## src/rtl/alu_seq_pkg.sv

```systemverilog
// Shared definitions for the sequential ALU: opcode encodings and FSM states.
package alu_defs;

  localparam logic [3:0] OP_ADD = 4'b0000;
  localparam logic [3:0] OP_SUB = 4'b0001;
  localparam logic [3:0] OP_AND = 4'b0010;
  localparam logic [3:0] OP_OR  = 4'b0011;
  localparam logic [3:0] OP_XOR = 4'b0100;
  localparam logic [3:0] OP_NOT = 4'b0101;
  localparam logic [3:0] OP_SHL = 4'b0110;
  localparam logic [3:0] OP_SHR = 4'b0111;
  localparam logic [3:0] OP_INC = 4'b1000;
  localparam logic [3:0] OP_DEC = 4'b1001;
  localparam logic [3:0] OP_ROL = 4'b1010;
  localparam logic [3:0] OP_CMP = 4'b1011;
  localparam logic [3:0] OP_ROR = 4'b1100;
  localparam logic [3:0] OP_CLR = 4'b1101;
  localparam logic [3:0] OP_MUL = 4'b1110;
  localparam logic [3:0] OP_NOP = 4'b1111;

  typedef enum logic {
    ST_IDLE = 1'b0,
    ST_MUL  = 1'b1
  } state_t;

endpackage

```

## src/rtl/alu_seq_mul.sv

```systemverilog
// Shift-add unsigned multiplier: one partial product per clock, WIDTH iterations per start.
module alu_mul_seq #(
  parameter int WIDTH = 8,
  parameter int CNT_W = $clog2(WIDTH) + 1
) (
  input  logic               clk,
  input  logic               rst,
  input  logic               start,
  input  logic [WIDTH-1:0]   a,
  input  logic [WIDTH-1:0]   b,
  output logic               done,
  output logic [2*WIDTH-1:0] product
);

  logic [2*WIDTH-1:0] mcand_q, mcand_d;
  logic [WIDTH-1:0]   mplier_q, mplier_d;
  logic [2*WIDTH-1:0] acc_q, acc_d;
  logic [CNT_W-1:0]   cnt_q, cnt_d;
  logic [2*WIDTH-1:0] acc_sum;

  // product is the accumulator after the current iteration, so the final
  // result is visible at the same edge the counter steps from 1 to 0
  assign acc_sum = acc_q + (mplier_q[0] ? mcand_q : '0);
  assign done    = (cnt_q == CNT_W'(1));
  assign product = acc_sum;

  always_comb begin
    mcand_d  = mcand_q;
    mplier_d = mplier_q;
    acc_d    = acc_q;
    cnt_d    = cnt_q;
    if (start) begin
      mcand_d  = {{WIDTH{1'b0}}, a};
      mplier_d = b;
      acc_d    = '0;
      cnt_d    = CNT_W'(WIDTH);
    end else if (cnt_q != '0) begin
      acc_d    = acc_sum;
      mcand_d  = mcand_q << 1;
      mplier_d = mplier_q >> 1;
      cnt_d    = cnt_q - CNT_W'(1);
    end
  end

  always_ff @(posedge clk) begin
    if (rst) begin
      mcand_q  <= '0;
      mplier_q <= '0;
      acc_q    <= '0;
      cnt_q    <= '0;
    end else begin
      mcand_q  <= mcand_d;
      mplier_q <= mplier_d;
      acc_q    <= acc_d;
      cnt_q    <= cnt_d;
    end
  end

endmodule

```

## src/rtl/alu_seq.sv

```systemverilog
// Registered ALU with valid/ready input handshake, held result/flags and a multi-cycle MUL.
module alu_seq
  import alu_defs::*;
#(
  parameter int WIDTH = 8,
  parameter int CNT_W = $clog2(WIDTH) + 1
) (
  input  logic             clk,
  input  logic             rst,
  input  logic             in_valid,
  output logic             in_ready,
  input  logic [WIDTH-1:0] a,
  input  logic [WIDTH-1:0] b,
  input  logic [3:0]       op,
  output logic             out_valid,
  output logic [WIDTH-1:0] out,
  output logic             z_flag,
  output logic             c_flag,
  output logic             n_flag
);

  state_t             state_q, state_d;
  logic [WIDTH-1:0]   out_q, out_d;
  logic               z_q, z_d, c_q, c_d, n_q, n_d;
  logic               out_valid_q, out_valid_d;

  logic [WIDTH:0]     ext;
  logic [WIDTH-1:0]   alu_r;
  logic               alu_c;
  logic               mul_start;
  logic               mul_done;
  logic [2*WIDTH-1:0] mul_product;

  alu_mul_seq #(
    .WIDTH (WIDTH),
    .CNT_W (CNT_W)
  ) u_mul (
    .clk     (clk),
    .rst     (rst),
    .start   (mul_start),
    .a       (a),
    .b       (b),
    .done    (mul_done),
    .product (mul_product)
  );

  // Arithmetic ops run at WIDTH+1 bits so the top bit is the carry/borrow
  always_comb begin
    ext   = '0;
    alu_r = '0;
    alu_c = 1'b0;
    case (op)
      OP_ADD: begin ext = {1'b0, a} + {1'b0, b};        alu_r = ext[WIDTH-1:0]; alu_c = ext[WIDTH]; end
      OP_SUB: begin ext = {1'b0, a} - {1'b0, b};        alu_r = ext[WIDTH-1:0]; alu_c = ext[WIDTH]; end
      OP_INC: begin ext = {1'b0, a} + (WIDTH+1)'(1);    alu_r = ext[WIDTH-1:0]; alu_c = ext[WIDTH]; end
      OP_DEC: begin ext = {1'b0, a} - (WIDTH+1)'(1);    alu_r = ext[WIDTH-1:0]; alu_c = ext[WIDTH]; end
      OP_AND: alu_r = a & b;
      OP_OR:  alu_r = a | b;
      OP_XOR: alu_r = a ^ b;
      OP_NOT: alu_r = ~a;
      OP_SHL: begin alu_r = {a[WIDTH-2:0], 1'b0};       alu_c = a[WIDTH-1]; end
      OP_SHR: begin alu_r = {1'b0, a[WIDTH-1:1]};       alu_c = a[0];       end
      OP_ROL: begin alu_r = {a[WIDTH-2:0], a[WIDTH-1]}; alu_c = a[WIDTH-1]; end
      OP_ROR: begin alu_r = {a[0], a[WIDTH-1:1]};       alu_c = a[0];       end
      default: begin alu_r = '0; alu_c = 1'b0; end
    endcase
  end

  always_comb begin
    state_d     = state_q;
    out_d       = out_q;
    z_d         = z_q;
    c_d         = c_q;
    n_d         = n_q;
    out_valid_d = 1'b0;
    mul_start   = 1'b0;
    case (state_q)
      ST_IDLE: begin
        if (in_valid) begin
          out_valid_d = 1'b1;
          case (op)
            OP_MUL: begin
              mul_start   = 1'b1;
              state_d     = ST_MUL;
              out_valid_d = 1'b0;
            end
            OP_CMP: begin
              z_d = (a == b);
              n_d = (a < b);
              c_d = (a > b);
            end
            OP_CLR: begin
              out_d = '0;
              z_d   = 1'b1;
              c_d   = 1'b0;
              n_d   = 1'b0;
            end
            OP_NOP: ;
            default: begin
              out_d = alu_r;
              c_d   = alu_c;
              z_d   = (alu_r == '0);
              n_d   = alu_r[WIDTH-1];
            end
          endcase
        end
      end
      ST_MUL: begin
        if (mul_done) begin
          out_d       = mul_product[WIDTH-1:0];
          c_d         = |mul_product[2*WIDTH-1:WIDTH];
          z_d         = (mul_product[WIDTH-1:0] == '0);
          n_d         = mul_product[WIDTH-1];
          out_valid_d = 1'b1;
          state_d     = ST_IDLE;
        end
      end
      default: state_d = ST_IDLE;
    endcase
  end

  always_ff @(posedge clk) begin
    if (rst) begin
      state_q     <= ST_IDLE;
      out_q       <= '0;
      z_q         <= 1'b0;
      c_q         <= 1'b0;
      n_q         <= 1'b0;
      out_valid_q <= 1'b0;
    end else begin
      state_q     <= state_d;
      out_q       <= out_d;
      z_q         <= z_d;
      c_q         <= c_d;
      n_q         <= n_d;
      out_valid_q <= out_valid_d;
    end
  end

  assign in_ready  = (state_q == ST_IDLE);
  assign out_valid = out_valid_q;
  assign out       = out_q;
  assign z_flag    = z_q;
  assign c_flag    = c_q;
  assign n_flag    = n_q;

endmodule

```

## config.mk

```make
export PLATFORM = sky130hd
export DESIGN_NAME = alu_seq
export DESIGN_NICKNAME = d
export VERILOG_FILES = /design/src/rtl/alu_seq_pkg.sv /design/src/rtl/alu_seq_mul.sv /design/src/rtl/alu_seq.sv
export SDC_FILE = /design/constraint.sdc
export NUM_CORES = 1
export LEC_CHECK = 0
export CAP_MARGIN = 10
export CORE_ASPECT_RATIO = 1.25
export CORE_UTILIZATION = 45
export CTS_CLUSTER_DIAMETER = 120
export DETAILED_ROUTE_END_ITERATION = 8
export HOLD_SLACK_MARGIN = 0.02
export PLACE_DENSITY = 0.66
export SLEW_MARGIN = 20
export SYNTH_ARGS = -nofsm -noshare
export SYNTH_HDL_FRONTEND = slang
export SYNTH_HIERARCHICAL = 1
export SYNTH_SLANG_ARGS = --single-unit
```

## constraint.sdc

```tcl
create_clock -name clk -period 2.7 [get_ports clk]
set_clock_uncertainty 0.1 [all_clocks]
set_input_delay 0.27 -clock clk [delete_from_list [all_inputs] [get_ports clk]]
set_output_delay 0.27 -clock clk [all_outputs]
set_load 0.01 [all_outputs]
```

==> insert_results.sql, run 1 <==
INSERT INTO impl_metrics (metric_group, metric, value, unit) VALUES
('status', 'status', 'finished with violations', ''),
('status', 'violated_checks', 'design-rule violations, negative setup slack', ''),
('setup_path', 'cpMaxStageDelayCell', 'dfxtp_4', ''),
('setup_path', 'arrival', '2.98', 'ns'),
('clocking', 'clock_sink_count', '57', ''),
('setup_path', 'type_of_destination_of_the_critical_path', 'flip-flop', ''),
('global_routing', 'grt_first_pass_wirelength', '29.62', 'mm'),
('placement', 'numPlacedInstances', '1010', ''),
('drt', 'ant_nets', '0', ''),
('global_routing', 'grt_pass1_vias', '5969', ''),
('final_layout', 'nNetsFinal', '964', ''),
('logic_synthesis', 'synth_area_per_cell', '7.276', 'um^2'),
('timing', 'drv_slew', '0', ''),
('logic_synthesis', 'netlist-cell-type-count', '75', ''),
('drt', 'drc', '2', ''),
('timing', 'finalWorstSetupSlack', '-0.1791', 'ns'),
('floorplanning', 'count_of_standard_cell_rows', '43', ''),
('setup_path', 'critical_path_peak_fanout', '6', ''),
('clocking', 'tritoncts.num_buffers', '9', ''),
('timing', 'final_hold_viol_count', '0', ''),
('worst_hold_path', 'min_path_type', 'primary input to flip-flop', ''),
('placement', 'hpwl', '14.78', 'mm'),
('drt', 'violation_count_after_the_first_detailed_routing_iteration', '423', ''),
('pwr', 'p_leak', '3.266', 'nW'),
('floorplanning', 'die_w', '97.77', 'um'),
('setup_path', 'worst-endpoint-required', '2.80', 'ns'),
('logic_synthesis', 'ys_dominant_reg_cell', 'dfxtp_1', ''),
('logic_synthesis', 'synth-edff-count', '0', ''),
('logic_synthesis', 'netlist_top_cells_area', 'dfxtp_1 (22%), ha_1 (11%), nand2_1 (7.7%), a21oi_1 (7.6%), nor2_1 (4.7%)', ''),
('pwr', 'p_int', '2.193', 'mW'),
('timing', 'max_slew_margin', '0.5055', ''),
('final_layout', 'drive_above_1_share', '0.2935', ''),
('logic_synthesis', 'yosysWarnings', '6', ''),
('global_routing', 'grt_overflow', '0', ''),
('clocking', 'clock_insertion_delay_worst_skew', '0.33', 'ns'),
('pwr', 'clock_power_share', '0.314', ''),
('final_layout', 'finish.cell_count_without_fillers', '1031', ''),
('clocking', 'clock-root-buffer', 'clkbuf_16', ''),
('logic_synthesis', 'synthCells', '709', ''),
('floorplanning', 'chipHeight', '121.7', 'um'),
('global_routing', 'gr-usage-all-layers', '0.3162', ''),
('logic_synthesis', 'synth_sequential_area_ratio', '0.2212', ''),
('global_routing', 'grt_start_max_net_pins', '45', ''),
('setup_path', 'cp.buffers_inverters', '2', ''),
('flow_run', 'max-cap-violations', '0', ''),
('logic_synthesis', 'synth.largest_area_cell', 'dfxtp_1', ''),
('pwr', 'p_sw', '1.288', 'mW'),
('timing', 'setup_viol_count_final', '2', ''),
('setup_path', 'path_class', 'flip-flop to flip-flop', ''),
('placement', 'portBuffers', '35', ''),
('floorplanning', 'initial_core_util', '0.4632', ''),
('final_layout', 'area_growth_syn_to_layout', '45.72', '%'),
('logic_synthesis', 'synth_async_sr_flop_share', '0', ''),
('timing', 'timing_worst_slew_pin_value', '0.7400', 'ns'),
('logic_synthesis', 'synth_nets', '780', ''),
('final_layout', 'most_frequent_standard_cell_in_the_layout_excluding_fill_and_tap_cells', 'buf_4', ''),
('pwr', 'switching_share', '0.3700', ''),
('pwr', 'pwr-share-seq', '0.275', ''),
('logic_synthesis', 'synth_top_cell_area_share', '0.2212', ''),
('drt', 'wirelength', '19.59', 'mm'),
('setup_path', 'worst_path_dominant_cell_family', 'compound AO/OA/AOI/OAI gates', ''),
('pwr', 'power.ir.vdd_worst', '0.4984', 'mV'),
('final_layout', 'insertedDiodeCount', '0', ''),
('floorplanning', 'floorplan.io_pins', '36', ''),
('drt', 'num_vias', '6162', ''),
('clocking', 'ctsLongestPathBuffers', '2', ''),
('drt', 'via_per_inst', '5.977', ''),
('placement', 'gp_routability_congestion', '1.037', ''),
('setup_path', 'slowest_delay', '0.36', 'ns'),
('pwr', 'power_per_cell_area', '463.0', 'mW/mm^2'),
('pwr', 'comb_power_share', '0.411', '');
[layer usage]
metal,GRT usage,part of all wire,up-vias
met4,0.2083,0.062,0
met3,0.04475,0.057,92
met2,0.5723,0.51,278
li1,-,-,2926
met5,0,0,-
met1,0.3458,0.37,2866
[worst reg2reg max path: cells and delay by family (launching register included)]
kind	cells	cell delay, ns
xor+xnor	1	0.14
compound gates	6	1.10
buf+inv	2	0.27
simple gates	3	0.46
flops	1	0.36
fa+ha+maj	1	0.35
[area by class of cell]
type	count	area (um^2)
timing repair buffer	221	1763
tap	135	168.9
multi-input combinational	574	4044
clock buffer	10	239.0
sequential	57	1145
fill	899	3620
inverter	30	112.6
clock inverter	4	45.04
[cell usage after synthesis, drive strengths merged (3+ instances only)]
cell,instances
or4,4
xnor2,18
and3,7
a31o,4
a21o,5
a221oi,8
o41ai,4
fa,3
a22oi,5
o31ai,4
xor2,10
nand2b,12
o221ai,5
a211o,3
nor2,65
and2,19
o211ai,7
ha,45
o21bai,6
buf,14
dfxtp,57
mux2i,3
nor2b,6
clkbuf,34
a221o,3
o22ai,5
inv,30
a31oi,5
o21ai,22
nand3b,4
nor3,15
a211oi,14
nand3,10
o21a,6
a21oi,78
nor4,10
nand2,107
nand4,9
[metrics by stage]
| step | cell area, um^2 | setup WS [ns] | utilization | setup TNS, ns | total power, mW |
|---|---|---|---|---|---|
| floorplan | 5174 | -0.008470 | - | -0.008470 | 1.762 |
| global placement | 6837 | -0.4081 | 0.6139 | -2.947 | 2.288 |
| detailed placement | 6837 | -0.4983 | 0.6139 | -3.422 | 2.323 |
| CTS | 7166 | -0.1708 | 0.6434 | -0.2689 | 3.419 |
| global route | 7517 | -0.2422 | 0.6750 | -0.4730 | 3.661 |
| finish | 7517 | -0.1791 | 0.6750 | -0.2434 | 3.480 |
[final timing paths]
check / start / endpoint / slack, ns / cells after the start
worst max-delay path: u_mul/mplier_q[0]$_SDFFE_PP0P_ / c_flag$_SDFFE_PP0P_ / -0.18 / 13
worst min-delay path: b[0] / u_mul/mplier_q[0]$_SDFFE_PP0P_ / 0.34 / 4
worst max register to register: u_mul/mplier_q[0]$_SDFFE_PP0P_ / c_flag$_SDFFE_PP0P_ / -0.18 / 13
worst min register to register: u_mul/mcand_q[15]$_SDFFE_PP0P_ / u_mul/mcand_q[15]$_SDFFE_PP0P_ / 0.35 / 2
[flip-flops by register name, indices dropped and copies added, names as in the netlist]
signal and count:
u_mul/mplier_q 8, z_flag 1, out_valid 1, u_mul/mcand_q 16, c_flag 1, u_mul/acc_q 16
state_q 1, u_mul/cnt_q 4, out 8, n_flag 1
[power by group through the flow]
stage                     Sequential [mW]  Clock [mW]  Combinational (mW)
after global routing                0.964        1.14                1.56
final                               0.957        1.09                1.43
after detailed placement            0.970           0                1.35
after CTS                           0.954        1.10                1.36
after global placement              0.967           0                1.32
after floorplan                     0.966           0               0.795
[repair_timing]
action | CTS | global route
setup buffers | 1 | 7
gates cloned | 0 | 0
pin swaps | 4 | 18
gates resized for setup | 13 | 54
setup endpoints to repair | 7 | 8
hold buffers | 0 | 0
[cell families (layout without fill, tap and decap cells)]
| family | Yosys count | in the layout | synth area share |
|---|---|---|---|
| muxes | 5 | 5 | 0.01019 |
| AOI/OAI and AO/OA | 210 | 210 | 0.2734 |
| buffers and inverters | 78 | 265 | 0.06039 |
| DFF | 57 | 57 | 0.2212 |
| adders and majority gates | 48 | 48 | 0.1208 |
| and+or+nand+nor | 283 | 283 | 0.2666 |
| xor gates and xnor gates | 28 | 28 | 0.04754 |
Note: power is estimated with default switching activity, not from simulation.
==> run 2: changes to the inputs <==
--- a/config.mk
+++ b/config.mk
@@ -5,6 +5,8 @@
 export SDC_FILE = /design/constraint.sdc
 export NUM_CORES = 1
 export LEC_CHECK = 0
+export ABC_AREA = 1
+export ABC_CLOCK_PERIOD_IN_PS = 2700
 export CAP_MARGIN = 10
 export CORE_ASPECT_RATIO = 1.25
 export CORE_UTILIZATION = 45
@@ -12,6 +14,7 @@
 export DETAILED_ROUTE_END_ITERATION = 8
 export HOLD_SLACK_MARGIN = 0.02
 export PLACE_DENSITY = 0.66
+export RECOVER_POWER = 50
 export SLEW_MARGIN = 20
 export SYNTH_ARGS = -nofsm -noshare
 export SYNTH_HDL_FRONTEND = slang
==> run 2 against run 1 <==
  * The flow now finishes without violations
  * Critical path depth grew 3
  * Core utilization down 11 points
  * Register-to-register slack better by 0.41 ns
  * Final cell count rose by 13%
  * First-iteration DRC count up 8.0%
  * Via count is 0.41% lower
  * Synthesized area increased by 5.4%
  * Total power grew 24%
  * Routed wire length is 13% lower
  * Critical path type unchanged
  * Largest cell class unchanged
==> insert_results.sql, run 2 <==
INSERT INTO impl_metrics (metric_group, metric, value, unit) VALUES
('status', 'status', 'completed', ''),
('clocking', 'clock_insertion_delay_worst_skew', '0.33', 'ns'),
('logic_synthesis', 'synth-xor-area-share', '0.01910', ''),
('clocking', 'tritoncts.num_buffers', '9', ''),
('logic_synthesis', 'synth_async_sr_flop_share', '0', ''),
('logic_synthesis', 'synth_area_per_cell', '5.802', 'um^2'),
('pwr', 'design_power_total', '4.312', 'mW'),
('timing', 'fmaxAchievable', '0.4050', 'GHz'),
('logic_synthesis', 'yosysWarnings', '6', ''),
('setup_path', 'crit_top_cell', 'nand2_1', ''),
('timing', 'timing_worst_slew_pin_value', '0.7619', 'ns'),
('setup_path', 'slowest_delay', '0.41', 'ns'),
('logic_synthesis', 'synth_sequential_area_ratio', '0.2099', ''),
('setup_path', 'path_class', 'flip-flop to flip-flop', ''),
('logic_synthesis', 'yosys.cell_count.top_type', 'nand2_1', ''),
('global_routing', 'antenna_found_initial', '0', ''),
('logic_synthesis', 'dominant_combinational_cell_family_by_area_after_synthesis', 'simple AND/OR/NAND/NOR gates', ''),
('clocking', 'ctsLongestPathBuffers', '2', ''),
('drt', 'wire_per_inst', '14.60', 'um'),
('drt', 'wirelength', '17.05', 'mm'),
('logic_synthesis', 'syn-cell-area', '0.005436', 'mm^2'),
('final_layout', 'nNetsFinal', '1073', ''),
('final_layout', 'insertedDiodeCount', '0', ''),
('placement', 'placement.cell_area', '0.006203', 'mm^2'),
('timing', 'final_hold_viol_count', '0', ''),
('final_layout', 'area_growth_syn_to_layout', '20.78', '%'),
('pwr', 'power.ir.vdd_worst', '0.3617', 'mV'),
('logic_synthesis', 'synth_nets', '1008', ''),
('worst_hold_path', 'min_path_type', 'flip-flop to flip-flop', ''),
('placement', 'portBuffers', '35', ''),
('setup_path', 'type_of_destination_of_the_critical_path', 'flip-flop', ''),
('logic_synthesis', 'ys_dominant_reg_cell', 'dfxtp_1', ''),
('floorplanning', 'fp.dieArea', '0.01253', 'mm^2'),
('setup_path', 'critical_path_peak_fanout', '5', ''),
('floorplanning', 'core_area', '0.01167', 'mm^2'),
('timing', 'max_slew_margin', '0.4902', ''),
('drt', 'drt-pass1-iter-count', '6', ''),
('final_layout', 'layout_top_registers', 'u_mul/acc_q (16), u_mul/mcand_q (16)', ''),
('global_routing', 'grt_start_max_net_pins', '32', ''),
('clocking', 'clock-root-buffer', 'clkbuf_16', ''),
('final_layout', 'final_cell_area', '0.006566', 'mm^2'),
('pwr', 'p_leak', '3.576', 'nW'),
('drt', 'via_per_inst', '5.254', ''),
('logic_synthesis', 'ys_seq_elements', '57', ''),
('logic_synthesis', 'synth_area_in_simple_gates', '0.4002', ''),
('timing', 'final_worst_path_cycle_share', '0.9146', ''),
('placement', 'hpwl', '13.30', 'mm'),
('logic_synthesis', 'synth-edff-count', '0', ''),
('clocking', 'clock_sink_count', '57', ''),
('logic_synthesis', 'synth_mux_area_frac', '0', ''),
('floorplanning', 'initial_core_util', '0.4658', ''),
('drt', 'num_vias', '6137', ''),
('flow_run', 'max-cap-violations', '0', ''),
('global_routing', 'grt_pass1_vias', '5711', ''),
('final_layout', 'most_frequent_standard_cell_in_the_layout_excluding_fill_and_tap_cells', 'nand2_1', ''),
('drt', 'ant_nets', '0', ''),
('final_layout', 'multi_input_gate_area_in_the_final_layout', '0.003651', 'mm^2'),
('logic_synthesis', 'netlist_top_cells_count', 'nand2_1 (286), inv_1 (135), nor2_1 (102)', ''),
('clocking', 'cts.clk_slew.worst_paths', '0.06', 'ns'),
('floorplanning', 'count_of_standard_cell_rows', '44', ''),
('timing', 'setup_viol_count_final', '0', ''),
('global_routing', 'grt_overflow', '0', ''),
('timing', 'period_minus_slack', '2.469', 'ns'),
('placement', 'gp_routability_congestion', '0.9813', ''),
('logic_synthesis', 'yosys.area_share.adder', '0.1146', ''),
('drt', 'drc', '0', ''),
('final_layout', 'final-seq-area', '0.001142', 'mm^2'),
('floorplanning', 'chipHeight', '124.9', 'um'),
('final_layout', 'layout.cells.most_common_list', 'nand2_1 (282), inv_1 (135), nor2_1 (102)', ''),
('final_layout', 'finish.utilization', '0.5626', ''),
('floorplanning', 'die_w', '100.3', 'um'),
('global_routing', 'grt_first_pass_wirelength', '27.61', 'mm'),
('setup_path', 'arrival', '2.58', 'ns'),
('logic_synthesis', 'synth.largest_area_cell', 'dfxtp_1', ''),
('floorplanning', 'floorplan.io_pins', '36', ''),
('timing', 'unrepaired_setup_endpoints_after_global_routing', 'false', ''),
('global_routing', 'gr-usage-all-layers', '0.2791', ''),
('logic_synthesis', 'synth_compound_area_frac', '0.1314', ''),
('logic_synthesis', 'netlist-cell-type-count', '36', ''),
('timing', 'drv_slew', '0', ''),
('setup_path', 'cpMaxStageDelayCell', 'fa_2', ''),
('clocking', 'clock_tree_from_tritoncts', 'yes', ''),
('clocking', 'htreeDepth', '3', ''),
('setup_path', 'timing.critical_path.from_type', 'flip-flop', ''),
('drt', 'violation_count_after_the_first_detailed_routing_iteration', '457', ''),
('final_layout', 'fillers', '1213', ''),
('setup_path', 'timing.critical_path.cells', 'nand2_1 > inv_1 > ha_1 > fa_2 > nand2_1 > nand2_1 > nand3_1 > nand2_2 > nand2_2 > nand2_1 > nand2_1 > nand2_2 > nor4_4 > nand3_1 > nand2_1 > a21oi_1', ''),
('logic_synthesis', 'netlist_top_cells_area', 'dfxtp_1 (21%), nand2_1 (20%), ha_1 (10%), inv_1 (9.3%), nand3_1 (9.3%)', ''),
('setup_path', 'worst-endpoint-required', '2.81', 'ns'),
('final_layout', 'drive_above_1_share', '0.08937', ''),
('pwr', 'power_per_cell_area', '656.7', 'mW/mm^2'),
('logic_synthesis', 'synth_top_cell_area_share', '0.2099', ''),
('logic_synthesis', 'synthCells', '937', '');
[run 2: cell count changes after synthesis, moves of 19 or more]
cell	before	now
nand2_1	106	286
nand3_1	10	101
and2_1	19	0
o21ai_0	21	55
a21oi_1	78	45
inv_1	30	135
nor2_1	65	102
clkbuf_1	34	7
[run 2: timing repair]
action                                  CTS  global route
gates resized for setup                   1             9
hold buffers                              0             0
endpoints found under the setup margin    1             1
pin swaps                                 0             2
setup buffers                             0             1
[run 2: cell families (layout without fill, tap and decap cells)]
kind of cell / Yosys count / count (layout)
compound gates: 132 / 132
fa+ha+maj: 48 / 48
simple gates: 519 / 519
buf+inv: 170 / 240
flops: 57 / 57
xor+xnor: 11 / 11
[run 2: final timing paths]
kind	startpoint	to	slack, ns	depth (start not counted)
worst min-delay path	u_mul/mplier_q[7]$_SDFFE_PP0P_	u_mul/mplier_q[7]$_SDFFE_PP0P_	0.37	2
worst max register to register	u_mul/mplier_q[0]$_SDFFE_PP0P_	c_flag$_SDFFE_PP0P_	0.23	16
worst min register to register	u_mul/mplier_q[7]$_SDFFE_PP0P_	u_mul/mplier_q[7]$_SDFFE_PP0P_	0.37	2
worst max-delay path	u_mul/mplier_q[0]$_SDFFE_PP0P_	c_flag$_SDFFE_PP0P_	0.23	16
[run 2: layer usage]
metal / track usage / wire, um
met1: 0.3599 / 7562
met2: 0.4504 / 7842
met3: 0.03928 / 967
met4: 0.1373 / 681
met5: 0 / 0
[run 2: worst max-delay path, delay by kind of cell (launching register included)]
kind            cells  cell delay, ns
compound gates      1            0.05
flops               1            0.34
fa+ha+maj           2            0.64
simple gates       12            1.18
buf+inv             1            0.05
[run 2: final cells by class]
type | instances | area share
Multi-Input combinational cell | 710 | 0.5560
Sequential cell | 57 | 0.1740
Timing Repair Buffer | 82 | 0.1084
Inverter | 142 | 0.08117
Clock buffer | 9 | 0.03430
Tap cell | 161 | 0.03068
Clock inverter | 7 | 0.01543
[run 2: report_power, final]
part | leakage (nW) | internal, mW | switching, mW | total, mW
combinational | 2.96 | 0.663 | 1.21 | 1.87
clock | 0.153 | 0.815 | 0.437 | 1.25
sequential | 0.468 | 1.06 | 0.134 | 1.19
[run 2: through the flow]
stage	TNS, ns	cells	worst slack, ns	hold WS (ns)
2_1_floorplan	0	937	0.1395	0.2391
3_3_place_gp	-0.05518	1151	-0.02509	0.3551
3_5_place_dp	-0.02775	1151	-0.01911	0.3614
4_1_cts	0	1167	0.09588	0.3680
5_1_grt	0	1168	0.002608	0.3981
6_report	0	1168	0.2307	0.3651
